$ cat src/rtl/mux_scan_ctrl_pkg.sv
// Shared types and sizes for the channel-mux scan sequencer.
// State encodings and channel/data widths used by all scan files.
package mux_scan_ctrl_pkg;

  typedef enum logic {
    ST_IDLE = 1'b0,
    ST_SCAN = 1'b1
  } state_t;

  localparam int NUM_CH = 4;
  localparam int CH_W   = 2;
  localparam int DATA_W = 2;

endpackage

$ cat src/rtl/mux_scan_next_ch.sv
// Rotating priority pick: first enabled channel after cur, wrapping.
// Ports: cur, mask in; nxt (cur when mask is empty), any (mask != 0) out.
module mux_scan_next_ch
  import mux_scan_ctrl_pkg::*;
(
  input  logic [CH_W-1:0]   cur,
  input  logic [NUM_CH-1:0] mask,
  output logic [CH_W-1:0]   nxt,
  output logic              any
);

  logic [2*NUM_CH-1:0] dbl;
  logic [NUM_CH-1:0]   rot;
  logic [CH_W-1:0]     off;
  logic [2:0]          sh;

  // rot[k] is the enable of channel cur+1+k
  assign dbl = {mask, mask};
  assign sh  = {1'b0, cur} + 3'd1;
  assign rot = dbl[sh +: NUM_CH];
  assign any = |mask;

  always_comb begin
    off = '0;
    priority case (1'b1)
      rot[0]:  off = 2'd0;
      rot[1]:  off = 2'd1;
      rot[2]:  off = 2'd2;
      rot[3]:  off = 2'd3;
      default: off = 2'd3;
    endcase
  end

  // off=3 lands back on cur, covering the empty-mask case
  assign nxt = cur + CH_W'(1) + off;

endmodule

$ cat src/rtl/mux_scan_ctrl.sv
// Scans a 4:1 2-bit mux: drives S1/S0, captures data_in after DWELL clocks.
// Ports: start/stop/ch_mask/data_in in; S1,S0,busy,sample_*,ch_data out.
// Build option SCAN_CHANGE_DETECT_EN adds the change_flag output.
module mux_scan_ctrl
  import mux_scan_ctrl_pkg::*;
#(
  parameter int DWELL = 2,
  parameter int CNT_W = 8
) (
  input  logic                     clk,
  input  logic                     rst_n,
  input  logic                     start,
  input  logic                     stop,
  input  logic [NUM_CH-1:0]        ch_mask,
  input  logic [DATA_W-1:0]        data_in,
  output logic                     S1,
  output logic                     S0,
  output logic                     busy,
  output logic                     sample_valid,
  output logic [CH_W-1:0]          sample_ch,
  output logic [DATA_W-1:0]        sample_data,
  output logic [NUM_CH*DATA_W-1:0] ch_data
`ifdef SCAN_CHANGE_DETECT_EN
  ,
  output logic                     change_flag
`endif
);

  state_t                    state, state_d;
  logic [CH_W-1:0]           sel, sel_d;
  logic [CNT_W-1:0]          cnt, cnt_d;
  logic                      stop_q, stop_d;
  logic                      sv_d;
  logic [CH_W-1:0]           sch_d;
  logic [DATA_W-1:0]         sdat_d;
  logic [NUM_CH*DATA_W-1:0]  chd_d;
  logic                      cf_d;
  logic [CH_W-1:0]           pick_cur;
  logic [CH_W-1:0]           pick;
  logic                      pick_any;
  logic                      cap;
  logic [DATA_W-1:0]         old_d;

  // From cur=3 the rotation starts at channel 0: lowest enabled
  assign pick_cur = (state == ST_SCAN) ? sel : CH_W'(3);

  mux_scan_next_ch u_next (
    .cur  (pick_cur),
    .mask (ch_mask),
    .nxt  (pick),
    .any  (pick_any)
  );

  assign cap   = (cnt == CNT_W'(DWELL - 1));
  assign old_d = ch_data[{sel, 1'b0} +: DATA_W];

  always_comb begin
    state_d = state;
    sel_d   = sel;
    cnt_d   = cnt;
    stop_d  = stop_q;
    sv_d    = 1'b0;
    sch_d   = sample_ch;
    sdat_d  = sample_data;
    chd_d   = ch_data;
    cf_d    = 1'b0;
    unique case (state)
      ST_IDLE: begin
        if (start && !stop && pick_any) begin
          state_d = ST_SCAN;
          sel_d   = pick;
          cnt_d   = '0;
        end
      end
      ST_SCAN: begin
        stop_d = stop_q | stop;
        if (!cap) begin
          cnt_d = cnt + CNT_W'(1);
        end else begin
          chd_d[{sel, 1'b0} +: DATA_W] = data_in;
          sv_d   = 1'b1;
          sch_d  = sel;
          sdat_d = data_in;
          cf_d   = (data_in != old_d);
          cnt_d  = '0;
          if (stop_d || !pick_any) begin
            state_d = ST_IDLE;
            stop_d  = 1'b0;
          end else begin
            sel_d = pick;
          end
        end
      end
    endcase
  end

  always_ff @(posedge clk or negedge rst_n) begin
    if (!rst_n) begin
      state        <= ST_IDLE;
      sel          <= '0;
      cnt          <= '0;
      stop_q       <= 1'b0;
      sample_valid <= 1'b0;
      sample_ch    <= '0;
      sample_data  <= '0;
      ch_data      <= '0;
    end else begin
      state        <= state_d;
      sel          <= sel_d;
      cnt          <= cnt_d;
      stop_q       <= stop_d;
      sample_valid <= sv_d;
      sample_ch    <= sch_d;
      sample_data  <= sdat_d;
      ch_data      <= chd_d;
    end
  end

`ifdef SCAN_CHANGE_DETECT_EN
  always_ff @(posedge clk or negedge rst_n) begin
    if (!rst_n) change_flag <= 1'b0;
    else        change_flag <= cf_d;
  end
`else
  logic unused_cf;
  assign unused_cf = cf_d;
`endif

  assign busy = (state == ST_SCAN);
  assign S1   = sel[1];
  assign S0   = sel[0];

endmodule

$ cat config.mk
export PLATFORM = sky130hd
export DESIGN_NAME = mux_scan_ctrl
export DESIGN_NICKNAME = d
export VERILOG_FILES = /design/src/rtl/mux_scan_ctrl_pkg.sv /design/src/rtl/mux_scan_next_ch.sv /design/src/rtl/mux_scan_ctrl.sv
export SDC_FILE = /design/constraint.sdc
export NUM_CORES = 1
export LEC_CHECK = 0
export ABC_CLOCK_PERIOD_IN_PS = 6000
export CORE_UTILIZATION = 32
export CTS_CLUSTER_DIAMETER = 30
export DETAILED_ROUTE_END_ITERATION = 16
export PLACE_DENSITY = 0.63
export SLEW_MARGIN = 10
export SYNTH_ARGS = -nofsm -noshare
export SYNTH_HDL_FRONTEND = slang
export SYNTH_SLANG_ARGS = --single-unit
$ cat constraint.sdc
create_clock -name clk -period 6 [get_ports clk]
set_input_delay 0.6 -clock clk [delete_from_list [all_inputs] [get_ports clk]]
set_output_delay 0.6 -clock clk [all_outputs]
set_load 0.02 [all_outputs]
; ---- Word-level counts from Yosys, hierarchy flattened
; Cells that the tools add are included.
[word_totals]
reg_bits = 25
inputBits = 10
[classes]
n_addsub = 5
n_eq_ne = 4
shift = 3
n_mux = 20
n_bitwise = 2
reduce_logical = 8
[ops]
columns = cell, n
row1 = 8-bit two-way mux, 2
row2 = 8-bit case mux with 2 select lines, 1
row3 = 2-bit two-way mux, 6
row4 = 8-bit by 1-bit adder with 8-bit output (second input constant), 1
row5 = 8-bit bitwise mux, 1
row6 = 8-bit by 1-bit equality test with 1-bit output (second input constant), 1
row7 = 1-bit two-way mux, 8
row8 = 2-bit by 5-bit variable shift with 8-bit output (first input constant), 1
row9 = 2-bit by 5-bit variable part select with 8-bit output, 1
row10 = 8-bit by 4-bit variable part select with 3-bit output, 1
row11 = 3-bit negation with 5-bit output, 1
row12 = 2-bit inequality test (second input constant), 2
row13 = 2-bit case mux with 2 select lines, 1
row14 = 4-bit OR reduction, 1
row15 = 2-bit by 1-bit adder with 3-bit output (second input constant), 1
row16 = 3-bit AND reduction, 1
row17 = 2-bit by 1-bit adder with 2-bit output (second input constant), 1
row18 = 2-bit adder, 1
row19 = 1-bit logical AND, 2
row20 = 1-bit zero test, 2
row21 = 2-bit by 1-bit inequality test with 1-bit output (second input constant), 1
row22 = 1-bit case mux with 2 select lines, 1
row23 = 2-bit AND reduction, 1
row24 = 1-bit logical OR, 1
row25 = 2 further kinds, 2

; ---- Depth between registers and ports, before layout
[depth]
depth_word = 10
depth_mapped = 9
mapped_depth_nobuf = 8

; ---- Cells and area by module
; From an unflattened synthesis, not the netlist that was laid out.
[hier_totals]
hier_cells = 136
hier_area_um2 = 1452.6
[modules_own_cells]
columns = mod, instances, cells_each, area_each_um2, seq_area_each_um2
row1 = mux_scan_ctrl, 1, 111, 1268.7, 625.6
row2 = mux_scan_next_ch, 1, 25, 183.9, 0.0

; ---- Least setup slack after synthesis
; Ideal clock, no wire load.
[synth_path]
kind = register to register
from = reg sel[0]
to = reg sel[1]
setup_time_ns = 0.135
arrival_ns = 2.108
slack_ns = 3.757
stages_incl_launch_ff = 9
n_path_buf = 1
synth_period_minus_slack_ns = 2.243
cell_sequence = dfrtp_1 > buf_4 > nor2b_2 > mux4_2 > o21a_1 > ha_1 > xor2_1 > xnor2_1 > mux2i_1
[synth_via]
elab_chain_cells = 10
word_cells_on_any_way = 12
classes_between = 3 x add/sub / 1 x shift / 8 x mux
[synth_rtl]
columns = element, line
row1 = "start, declared", mux_scan_ctrl.sv:30  ; logic [CH_W-1:0] sel, sel_d;
row2 = "start signal, assigned", mux_scan_ctrl.sv:109  ; sel <= sel_d;
row3 = 2-bit two-way mux (*), mux_scan_ctrl.sv:45  ; assign pick_cur = (state == ST_SCAN) ? sel : CH_W'(3);
row4 = 2-bit by 1-bit adder with 3-bit output, mux_scan_next_ch.sv:19  ; assign sh = {1'b0, cur} + 3'd1;
row5 = 8-bit by 4-bit variable part select with 3-bit output, mux_scan_next_ch.sv:20  ; assign rot = dbl[sh +: NUM_CH];
row6 = 1-bit two-way mux, mux_scan_next_ch.sv:25  ; priority case (1'b1)
row7 = 2-bit two-way mux (2 in a row), mux_scan_next_ch.sv:25
row8 = 2-bit adder (*), mux_scan_next_ch.sv:35  ; assign nxt = cur + CH_W'(1) + off;
row9 = 2-bit two-way mux, mux_scan_ctrl.sv:86  ; if (stop_d || !pick_any) begin
row10 = 2-bit two-way mux, mux_scan_ctrl.sv:77  ; if (!cap) begin
row11 = 2-bit case mux with 2 select lines (*), mux_scan_ctrl.sv:67  ; unique case (state)
; Every way passes the cells marked *; elsewhere a longest branch is shown, timed or not. The select of a mux whose other input is x is not followed.
; A chain may end at the register's enable or synchronous reset.

; ---- Final worst setup path
[layout_path]
from = reg state (netlist: busy)
to = reg sel[1]
[layout_via]
elab_chain_cells = 10
word_cells_on_any_way = 17
classes_between = 3 x add/sub / 3 x eq/ne / 1 x shift / 8 x mux / 1 x bitwise / 1 x reduce/logical
[layout_rtl]
columns = element, line
row1 = "start, declared", mux_scan_ctrl.sv:29  ; state_t state, state_d;
row2 = "start signal, assigned", mux_scan_ctrl.sv:108  ; state <= state_d;
row3 = 2-bit two-way mux, mux_scan_ctrl.sv:45
row4 = 2-bit by 1-bit adder with 3-bit output, mux_scan_next_ch.sv:19
row5 = 8-bit by 4-bit variable part select with 3-bit output, mux_scan_next_ch.sv:20
row6 = 1-bit two-way mux, mux_scan_next_ch.sv:25
row7 = 2-bit two-way mux (2 in a row), mux_scan_next_ch.sv:25
row8 = 2-bit adder, mux_scan_next_ch.sv:35
row9 = 2-bit two-way mux, mux_scan_ctrl.sv:86
row10 = 2-bit two-way mux, mux_scan_ctrl.sv:77
row11 = 2-bit case mux with 2 select lines, mux_scan_ctrl.sv:67
; Parallel ways exist; a longest one is shown, timed or not. The select of a mux whose other input is x is not followed.

==> flow_metrics.py <==
metrics = {
    "detailed_routing": {
        "vias": 1090,
        "drtAntennaViolNets": 0,
        "wl_per_cell_um": 14.2,
        "vias_per_cell": 5.19,
        "wl_um": 2970,
        "first_pass_iters": 4,
        "drc": 0,
        "drt-initial-drc-count": 48,
    },
    "clock_network": {
        "cts_sinks": 25,
        "h-tree-depth": 1,
        "hold_buffers": 0,
        "cts_buffer_depth": 2,
        "cts_made_buffers": 3,
        "tritoncts": "yes",
        "cts_root_buf": "clkbuf_8",
        "cts.reportedPaths.clkPinSlew_ns": 0.09,
        "cts_setup_buffers": 0,
        "clk_latency_ns": 0.27,
        "cts-resized-gates": 0,
    },
    "pwr": {
        "leakagePower_nw": 0.827,
        "switching_share_pct": 41.8,
        "powerDensity_nw_per_um2": 487,
        "power.combinational.fraction_pct": 54.6,
        "p_seq_share_pct": 33.8,
        "pwr-share-clk_pct": 11.6,
        "p_switching_mw": 0.364,
        "ir_worst_vdd_uv": 184,
        "internal-power_mw": 0.507,
    },
    "logic_synthesis": {
        "synth_edf_count": 0,
        "synthFlopType": "dfrtp_1",
        "ys_top_cells_by_area": "dfrtp_1 43%, mux2_4 8.2%, ha_1 6.8%, o21ai_0 5.1%, mux2_2 3.1%",
        "synth_common_cells": "25 x dfrtp_1, 15 x o21ai_0, 10 x nor2_1",
        "async_flop_share_pct": 100,
        "yosysUniqueCellTypes": 36,
        "yosysWarnings": 0,
        "synthesis.instances": 133,
        "avgSynthCellArea_um2": 11.0,
        "synth_top_cell_by_area": "dfrtp_1",
        "ys_ff_latch": 25,
        "synth_top_area_share_pct": 42.6,
        "synth_most_common_cell": "dfrtp_1",
        "syn_nets": 151,
        "syn_area_um2": 1470,
        "ys_seq_area_share_pct": 42.6,
    },
    "run": {
        "cap_violations": 0,
    },
    "die": {
        "die_area_um2": 4860,
        "placementRows": 24,
        "die-width_um": 69.7,
        "core_area_um2": 4380,
        "initial_core_util_pct": 33.5,
        "ios": 26,
        "dieHeight_um": 69.7,
    },
    "critical_path": {
        "startpoint_type": "register",
        "crit_type": "reg -> reg",
        "cp.required_ns": 6.15,
        "cp_max_fo": 12,
        "end_kind": "register",
        "crit_arrival_ns": 2.51,
    },
    "timing": {
        "finalCritPeriodShare_pct": 39.4,
        "worst_slack_ns": 3.63,
        "maxSlewHeadroom_pct": 63.2,
        "finalHoldViolCount": 0,
        "fmax_mhz": 423,
        "post-route-min-period_ns": 2.37,
        "report.final.slew_viol_count": 0,
        "finClkSkew_ns": 0.00784,
        "max_slew.worst_pin.slew_ns": 0.552,
        "setup-tns-final_ns": 0,
        "setup_viol": 0,
        "rsz0062_at_grt": "no",
    },
    "global_route": {
        "overflow": 0,
        "grt_first_pass_wirelength_um": 5130,
        "grt_pass1_vias": 1111,
        "grt_usage_pct": 13.2,
        "antenna_found_initial": 0,
        "grt_max_degree": 26,
    },
    "placed_design": {
        "pre_cts_ws_ns": 3.47,
        "portBuffers": 25,
        "place_congestion": 0.767,
        "place_hpwl_um": 2210,
    },
    "cells_and_area": {
        "antenna_cells": 0,
        "area_growth_pct": 21.7,
        "fin_nets": 177,
        "final_util_pct": 40.8,
        "drive_above_1_share_pct": 16.5,
    },
    "min_path": {
        "hp-class": "in -> async",
    },
    "outcome": {
        "status": "complete, no violations",
    },
}
registers in the layout, summed over array words and instances, names as in the netlist:
signal / flops
sel: 2
cnt: 8
sample_data: 2
sample_ch: 2
ch_data: 8
sample_valid: 1
busy: 1
stop_q: 1
routing by layer:
layer | wire length [um] | GRT usage (%)
met4 | 28 | 3.78
met5 | 0 | 0
met2 | 1520 | 23.0
met1 | 1310 | 15.7
met3 | 115 | 3.78
cells in the final DEF, fill, tap and decap left out, types with 3 or more instances in the layout:
| cell | netlist | final |
|---|---|---|
| a21oi_1 | 3 | 3 |
| mux2_4 | 8 | 8 |
| and3_1 | 5 | 5 |
| mux2_2 | 4 | 4 |
| nor2_1 | 10 | 10 |
| a31oi_1 | 3 | 3 |
| inv_1 | 6 | 6 |
| clkdlybuf4s50_1 | 0 | 24 |
| dfrtp_1 | 25 | 25 |
| o21ai_0 | 15 | 15 |
| nor4bb_1 | 4 | 4 |
| nand2_1 | 7 | 7 |
| ha_1 | 8 | 8 |
| mux2i_1 | 3 | 3 |
| nand2_4 | 4 | 4 |
| clkbuf_8 | 0 | 3 |
kinds of logic (layout without fill, tap and decap cells):
kind of cell	count (synthesis)	after routing	synth area share, %
muxes	16	16	14.8
adders and majority gates	8	8	6.82
and+or+nand+nor	46	46	20.0
DFF	25	25	42.6
AOI/OAI and AO/OA	26	26	10.2
xor gates and xnor gates	2	2	1.19
buffers and inverters	10	35	4.26
worst max-delay path: stages, from the launching register on:
cell     delay (ns)
dfrtp_1        0.55
nor2b_2        0.32
mux4_2         0.54
o21a_1         0.21
ha_1           0.19
xor2_1         0.20
xnor2_1        0.14
mux2i_1        0.09
power groups by stage:
stage	combinational (mW)	clock (mW)	sequential, mW
5_1_grt	0.519	0.114	0.303
2_1_floorplan	0.302	0	0.326
6_report	0.475	0.101	0.294
3_3_place_gp	0.461	0	0.292
3_5_place_dp	0.477	0	0.297
4_1_cts	0.479	0.106	0.293
final cells by class:
type                            instances  area, um^2
Clock buffer                            3        41.3
Tap cell                               52        65.1
Multi-Input combinational cell         98         779
Timing Repair Buffer                   25         245
Clock inverter                          1        7.51
Sequential cell                        25         626
Inverter                                6        22.5
Fill cell                             418        2600
path summary, 6_finish.rpt:
check | startpoint | end | slack, ns | cells after the start
worst max-delay path | busy | sel[1] | 3.63 | 7
worst min-delay path | rst_n | ch_data[7] | 0.30 | 1
worst max register to register | busy | sel[1] | 3.63 | 7
worst min register to register | sample_ch[0] | sample_ch[0] | 0.52 | 1
max in group asynchronous | rst_n | busy | 5.32 | 1
min in group clk | sample_ch[0] | sample_ch[0] | 0.52 | 1
per-stage QoR:
stage	std cells	total power, mW	instance area (um^2)	hold slack [ns]
final	210	0.870	1790	0.302
after global routing	210	0.936	1790	0.343
after CTS	210	0.877	1790	0.522
after detailed placement	206	0.774	1740	0.497
after global placement	206	0.752	1740	0.491
after floorplan	133	0.628	1470	0.304
Power figures use the tool's default switching activity.
